$ cat config.mk
export PLATFORM = sky130hd
export DESIGN_NAME = ps2_keyboard_rx
export DESIGN_NICKNAME = d
export VERILOG_FILES = /design/src/rtl/ps2_pkg.sv /design/src/rtl/ps2_line_filter.sv /design/src/rtl/ps2_keyboard_rx.sv
export SDC_FILE = /design/constraint.sdc
export NUM_CORES = 1
export LEC_CHECK = 0
export ABC_AREA = 0
export CAP_MARGIN = 20
export CORE_ASPECT_RATIO = 0.7
export CORE_MARGIN = 3
export CORE_UTILIZATION = 45
export CTS_BUF_LIST = sky130_fd_sc_hd__clkbuf_8 sky130_fd_sc_hd__clkbuf_16
export DETAILED_ROUTE_END_ITERATION = 8
export GPL_TIMING_DRIVEN = 0
export HOLD_SLACK_MARGIN = 0.06
export PLACE_DENSITY = 0.61
export SYNTH_ARGS = -nofsm -noshare
export SYNTH_HDL_FRONTEND = slang
export SYNTH_SLANG_ARGS = --single-unit
$ cat constraint.sdc
create_clock -name clk -period 3.3 [get_ports clk]
set_input_delay 0.66 -clock clk [delete_from_list [all_inputs] [get_ports clk]]
set_output_delay 0.66 -clock clk [all_outputs]
set_load 0.1 [all_outputs]
$ cat src/rtl/ps2_pkg.sv
// Shared types and constants for the PS/2 keyboard receiver.
package ps2_pkg;

  typedef enum logic [1:0] {IDLE, DATA, PARITY, STOP} ps2_state_t;

  localparam logic [7:0] PS2_EXT = 8'hE0;
  localparam logic [7:0] PS2_BRK = 8'hF0;

  localparam int KEY_BRK = 9;
  localparam int KEY_EXT = 8;

  // Odd parity over the data byte plus the parity bit.
  function automatic logic odd_parity_ok(input logic [7:0] b, input logic p);
    return (^b) ^ p;
  endfunction

endpackage

$ cat src/rtl/ps2_line_filter.sv
// Synchroniser plus saturating-count glitch filter for one raw PS/2 line,
// with a one-cycle strobe on each filtered 1->0 transition.
module ps2_line_filter #(
  parameter int FILTER_LEN = 8
) (
  input  logic clk,
  input  logic rst,
  input  logic line,
  output logic filt,
  output logic fall
);

  localparam int CW = $clog2(FILTER_LEN + 1);

  logic             sync_p0;
  logic             sync_p1;
  logic [CW-1:0]    cnt;

  always_ff @(posedge clk or negedge rst) begin
    if (!rst) begin
      sync_p0 <= 1'b1;
      sync_p1 <= 1'b1;
      filt    <= 1'b1;
      cnt     <= '0;
      fall    <= 1'b0;
    end else begin
      sync_p0 <= line;
      sync_p1 <= sync_p0;
      fall    <= 1'b0;
      // The filtered value only moves after FILTER_LEN agreeing samples.
      if (sync_p1 == filt) begin
        cnt <= '0;
      end else if (cnt == CW'(FILTER_LEN - 1)) begin
        cnt  <= '0;
        filt <= sync_p1;
        fall <= filt;
      end else begin
        cnt <= cnt + 1'b1;
      end
    end
  end

endmodule

$ cat src/rtl/ps2_keyboard_rx.sv
// PS/2 keyboard frame receiver producing the {brk, ext, code} key word
// with E0/F0 prefixes folded into flag bits.
module ps2_keyboard_rx
  import ps2_pkg::*;
#(
  parameter int FILTER_LEN  = 8,
  parameter int TIMEOUT_CYC = 100000
) (
  input  logic       clk,
  input  logic       rst,
  input  logic       ps2_clk,
  input  logic       ps2_data,
  output logic [9:0] ps2kb_key,
  output logic       key_valid,
  output logic       frame_err
);

  localparam int TW = $clog2(TIMEOUT_CYC + 1);

  logic          clk_filt;
  logic          clk_fall;
  logic          dat_filt;
  logic          unused_dat_fall;
  logic          unused_clk_filt;

  ps2_state_t    state;
  logic [7:0]    sh;
  logic [2:0]    bit_cnt;
  logic          par_ok;
  logic          ext_pend;
  logic          brk_pend;
  logic [TW-1:0] to_cnt;

  ps2_line_filter #(.FILTER_LEN(FILTER_LEN)) u_clk_filter (
    .clk  (clk),
    .rst  (rst),
    .line (ps2_clk),
    .filt (clk_filt),
    .fall (clk_fall)
  );

  ps2_line_filter #(.FILTER_LEN(FILTER_LEN)) u_dat_filter (
    .clk  (clk),
    .rst  (rst),
    .line (ps2_data),
    .filt (dat_filt),
    .fall (unused_dat_fall)
  );

  assign unused_clk_filt = clk_filt;

  always_ff @(posedge clk or negedge rst) begin
    if (!rst) begin
      state     <= IDLE;
      sh        <= '0;
      bit_cnt   <= '0;
      par_ok    <= 1'b0;
      ext_pend  <= 1'b0;
      brk_pend  <= 1'b0;
      to_cnt    <= '0;
      ps2kb_key <= '0;
      key_valid <= 1'b0;
      frame_err <= 1'b0;
    end else begin
      key_valid <= 1'b0;
      frame_err <= 1'b0;
      if (state != IDLE && !clk_fall) begin
        // A stalled frame is abandoned along with any pending prefix.
        if (to_cnt == TW'(TIMEOUT_CYC - 1)) begin
          state     <= IDLE;
          to_cnt    <= '0;
          frame_err <= 1'b1;
          ext_pend  <= 1'b0;
          brk_pend  <= 1'b0;
        end else begin
          to_cnt <= to_cnt + 1'b1;
        end
      end else if (clk_fall) begin
        to_cnt <= '0;
        case (state)
          IDLE: begin
            if (!dat_filt) begin
              state   <= DATA;
              bit_cnt <= '0;
            end else begin
              frame_err <= 1'b1;
              ext_pend  <= 1'b0;
              brk_pend  <= 1'b0;
            end
          end
          DATA: begin
            sh      <= {dat_filt, sh[7:1]};
            bit_cnt <= bit_cnt + 1'b1;
            if (bit_cnt == 3'd7) state <= PARITY;
          end
          PARITY: begin
            par_ok <= odd_parity_ok(sh, dat_filt);
            state  <= STOP;
          end
          STOP: begin
            state <= IDLE;
            if (dat_filt && par_ok) begin
              if (sh == PS2_EXT) begin
                ext_pend <= 1'b1;
              end else if (sh == PS2_BRK) begin
                brk_pend <= 1'b1;
              end else begin
                ps2kb_key[KEY_BRK]  <= brk_pend;
                ps2kb_key[KEY_EXT]  <= ext_pend;
                ps2kb_key[7:0]      <= sh;
                key_valid           <= 1'b1;
                ext_pend            <= 1'b0;
                brk_pend            <= 1'b0;
              end
            end else begin
              frame_err <= 1'b1;
              ext_pend  <= 1'b0;
              brk_pend  <= 1'b0;
            end
          end
          default: state <= IDLE;
        endcase
      end
    end
  end

endmodule

# Yosys cells after proc, flatten, opt, wreduce, memory -nomap -nowiden
# Index checks and enable logic that the tools add are counted.
[op_classes]
n_mux = 43
addsub = 4
bitwise_logic = 6
n_eq_ne = 18
n_reduce_logical = 18
[ops]
columns = ["operator", "count"]
rows = [
  ["two-way mux 17 bit", 3],
  ["two-way mux 1 bit", 25],
  ["adder 17 x 1 -> 17 bit, second input constant", 1],
  ["equality test 17 bit, second input constant", 1],
  ["equality test 8 bit, second input constant", 2],
  ["two-way mux 4 bit", 4],
  ["two-way mux 2 bit", 5],
  ["AND reduction 5 bit", 2],
  ["adder 4 x 1 -> 4 bit, second input constant", 2],
  ["equality test 4 x 3 -> 1 bit, second input constant", 2],
  ["case mux 2 bit (4 select lines)", 1],
  ["AND reduction 4 bit", 2],
  ["XOR reduction 8 bit", 1],
  ["!= test 3 bit, second input constant", 2],
  ["case mux 1 bit (2 select lines)", 3],
  ["case mux 3 bit (2 select lines)", 1],
  ["AND reduction 3 bit", 2],
  ["AND reduction 6 bit", 1],
  ["nonzero test 2 bit", 3],
  ["!= test 5 bit, second input constant", 1],
  ["NOT 1 bit", 5],
  ["equality test 2 bit, second input constant", 2],
  ["!= test 4 bit, second input constant", 1],
  ["AND reduction 2 bit", 2],
  ["other kinds (13)", 15],
]
[word_totals]
in_bits = 4
reg_bits = 60

# Depth between registers and ports, before layout
[logic_depth]
depth_word = 7
depth_mapped = 7
ltp_nobuf = 6

# Modules after synthesis
# Synthesis repeated with hierarchy kept, for this count alone.
[unflattened]
cells_unflattened = 270
area_unflattened_um2 = 3017.9
[modules_own_cells]
columns = ["mod", "n_inst", "cells_per_inst", "area_per_inst_um2"]
rows = [
  ["ps2_keyboard_rx", 1, 228, 2394.8],
  ["ps2_line_filter", 2, 21, 311.5],
]

# Worst setup path before layout
# OpenSTA, ideal clock, no wires.
[synth_timing]
kind = "reg-to-reg"
start = "register to_cnt[0]"
end = "register to_cnt[16]"
path_stages_with_launch = 6
synth_period_minus_slack_ps = 1897
required_ps = 3218
path_slack_ps = 1403
t_arrival_ps = 1815
path_buffers = 0
setup_time_ps = 82
path_cell_list = "dfrtp_1 ha_1 nand2_1 or4_4 or4_1 a31oi_1"
[synth_between]
elab_chain_cells = 3
elab_cells_between_ends = 4
cone_classes = "1 x add/sub; 1 x eq/ne; 2 x mux"
[synth_lines]
columns = ["element", "line_no", "rtl"]
rows = [
  ["from (decl)", "ps2_keyboard_rx.sv:32", "logic [TW-1:0] to_cnt;"],
  ["from (signal assigned)", "ps2_keyboard_rx.sv:76", "to_cnt <= to_cnt + 1'b1;"],
  ["adder 17 x 1 -> 17 bit / equality test 17 bit (equally long branches)", "ps2_keyboard_rx.sv:76, ps2_keyboard_rx.sv:69", ""],
  ["two-way mux 17 bit *", "ps2_keyboard_rx.sv:69", "if (to_cnt == TW'(TIMEOUT_CYC - 1)) begin"],
  ["two-way mux 17 bit *", "ps2_keyboard_rx.sv:67", "if (state != IDLE && !clk_fall) begin"],
]
# Mark *: on every way between the ends. The rest lies on a longest branch, timed or not.
# A chain may end at the register's enable or synchronous reset.

# Final worst setup path
[layout_timing]
start = "register ps2kb_key[1]"
end = "output ps2kb_key[1]"
[layout_rtl]
columns = ["element", "line_no", "rtl"]
rows = [
  ["from (decl)", "ps2_keyboard_rx.sv:13", "output logic [9:0] ps2kb_key,"],
  ["from (signal, indexed assignment)", "ps2_keyboard_rx.sv:108", "ps2kb_key[KEY_BRK] <= brk_pend;"],
  ["from (signal, indexed assignment)", "ps2_keyboard_rx.sv:109", "ps2kb_key[KEY_EXT] <= ext_pend;"],
  ["from (signal assigned)", "ps2_keyboard_rx.sv:110", "ps2kb_key[7:0] <= sh;"],
]
# No word-level cell between the ends.

==> reports/qor.yml <==
global_route:
  grt_use_total: 0.175
  grt_max_degree: 36
  grt.overflow.total: 0
  grt_pass1_wl_mm: 10.7
  grt_pass1_vias: 2131
  antenna_found_initial: 0
timing:
  fin_hold_ws_ps: 330
  setup_tns_ps: 0
  final.min_clock_period_ps: 2470
  hold_viol_final: 0
  fin_crit_sh: 0.748
  setup_slack_ps: 832
  drv_slew: 0
  worstMarginPinSlew_ps: 969
  clock_skew_ps: 9.69
  max_freq_ghz: 0.405
  finalSetupViolations: 0
  max_slew_margin: 0.352
  rsz0062_at_grt: "no"
synthesis:
  synth.distinct_cells: 61
  syn_area_um2: 3060
  seq_area_frac_synth: 0.492
  synth_top_area_frac: 0.441
  netlist_instances: 286
  synth_edf_count: 0
  synth_nets: 305
  ys.flop_type: "dfrtp_1"
  synth_common_cells: "54 x dfrtp_1, 28 x nand2_1, 17 x inv_1"
  synth_most_common_cell: "dfrtp_1"
  synth_seq_cells: 60
  synth_top_cell_by_area: "dfrtp_1"
  yosysWarnings: 0
  syn_area_per_cell_um2: 10.7
  synth_async_sr_flop_share: 1.00
  ys_top_cells_by_area: "dfrtp_1 44%, ha_1 6.1%, mux2_2 5.9%"
pwr:
  p_sw_w: 0.000413
  p_int_w: 0.00133
  power_w: 0.00174
  clkPwrFrac: 0.424
  p_sw_frac: 0.237
  pwr-share-comb: 0.100
  peakVddDrop_uv: 402
  power_leakage_nw: 1.55
  p_seq_frac: 0.475
  cellPowerDensity_nw_per_um2: 488
floorplanning:
  core_um2: 6400
  start_util: 0.479
  die_w_um: 105
  design.die.area_um2: 7850
  dieHeight_um: 75.0
  num_io_pins: 16
  num_rows: 24
cts:
  postCtsSetupRepairBufs: 0
  tritoncts: "yes"
  worstSkewPairLatency_ps: 330
  clk_pin_slew_ps: 70
  cts.sinks: 60
  cts_resized: 0
  cts_buffers: 9
  cts_root_buf: "clkbuf_8"
  ctsHtreeMaxLevel: 3
  cts_hold_buf: 0
  ctsLongestPathBuffers: 2
routing:
  drtIter0Drc: 236
  via_per_inst: 5.57
  vias: 2279
  drc: 0
  first_pass_iters: 4
  antenna_left: 0
  drt_wl_total_mm: 6.21
  drt-wirelength-per-cell_um: 15.2
cells_and_area:
  nets: 332
  syn_to_final_growth_pct: 16.5
  diodes: 0
  fillers: 587
  final_layout_size_suffix_gt1_frac: 0.151
  final_util: 0.558
setup_path:
  reg2reg_depth: 4
  r2r_end: "state[0]"
  critPathCaptureType: "primary output"
  critPathTopFamily: "buffers and inverters"
  worstPathMaxFanout: 2
  critical_path.startpoint: "ps2kb_key[1]"
  crit_required_ps: 2640
  reg2reg_from: "to_cnt[11]"
  cp_cell_sequence: "clkdlybuf4s50_1"
  cp_slowest_cell: "clkdlybuf4s50_1"
  crit_type: "reg2out"
  max_stage_delay_ps: 1130
  critPathBufInv: 1
  crit_path_start_kind: "register"
  arrival_ps: 1810
  r2r_slack_ps: 980
hold_path:
  hold_class: "in2async"
placement:
  dp.final_hpwl_mm: 4.44
  gp_congestion: 0.838
  io_buffers: 15
  place_ws_ps: 1030
run:
  max-cap-violations: 0
status:
  outcome: "complete, no violations"
## metrics by stage
stage	instances	cell area (µm²)
3_5_place_dp	393	3340
6_report	409	3570
5_1_grt	409	3570
2_1_floorplan	286	3060
3_3_place_gp	392	3330
4_1_cts	409	3570
## routing by layer
layer,vias to the layer above,routed length [µm],GRT usage
li1,1115,-,-
met1,1101,3310,0.267
met2,61,2490,0.238
met3,2,376,0.0488
met4,0,31,0.0568
met5,-,0,0
## registers in the layout (all words and copies together), names as in the netlist, 2 cells and up
register          flops
to_cnt               17
ps2kb_key            10
sh                    8
u_clk_filter.cnt      4
u_dat_filter.cnt      4
bit_cnt               3
state                 2
## power groups by stage
stage / sequential, W / clock [W] / combinational (W)
4_1_cts: 0.000829 / 0.000763 / 0.000179
5_1_grt: 0.000835 / 0.000803 / 0.000207
6_report: 0.000829 / 0.000740 / 0.000175
2_1_floorplan: 0.000832 / 0 / 0.000129
3_3_place_gp: 0.000842 / 0 / 0.000171
3_5_place_dp: 0.000841 / 0 / 0.000178
## final cells by class
type	instances	area, µm²	share of cell area
multi-input cells	198	1420	0.397
repair buffers	16	165	0.0463
clock buffers	11	151	0.0424
plain buffers	11	73.8	0.0207
well taps	91	114	0.0319
inverters	17	63.8	0.0179
clock inverters	5	76.3	0.0214
flip-flops and latches	60	1510	0.423
## worst max path at each step
stage                              end  cells past startpoint
after detailed placement      state[0]                      4
after CTS                 ps2kb_key[4]                      1
final                     ps2kb_key[1]                      1
after floorplan             to_cnt[16]                      5
after global routing      ps2kb_key[3]                      1
after global placement      to_cnt[14]                      1
## cell usage in the layout, fill, tap and decap left out, types with 13 or more instances in the layout
cell	instances
nand2_1	28
mux2_2	16
clkdlybuf4s50_1	14
clkbuf_8	13
ha_1	15
a31oi_1	15
dfrtp_1	54
inv_1	19
## kinds of logic after synthesis
family / after synthesis / share of synthesized area
AND/OR/NAND/NOR: 98 / 0.177
AO/OA/AOI/OAI: 60 / 0.139
flip-flops: 60 / 0.492
buffers and inverters: 28 / 0.0449
multiplexers: 17 / 0.0621
adder cells (fa/ha/maj): 15 / 0.0612
XOR/XNOR: 8 / 0.0229
No activity file was read; power rests on OpenSTA's default activity.
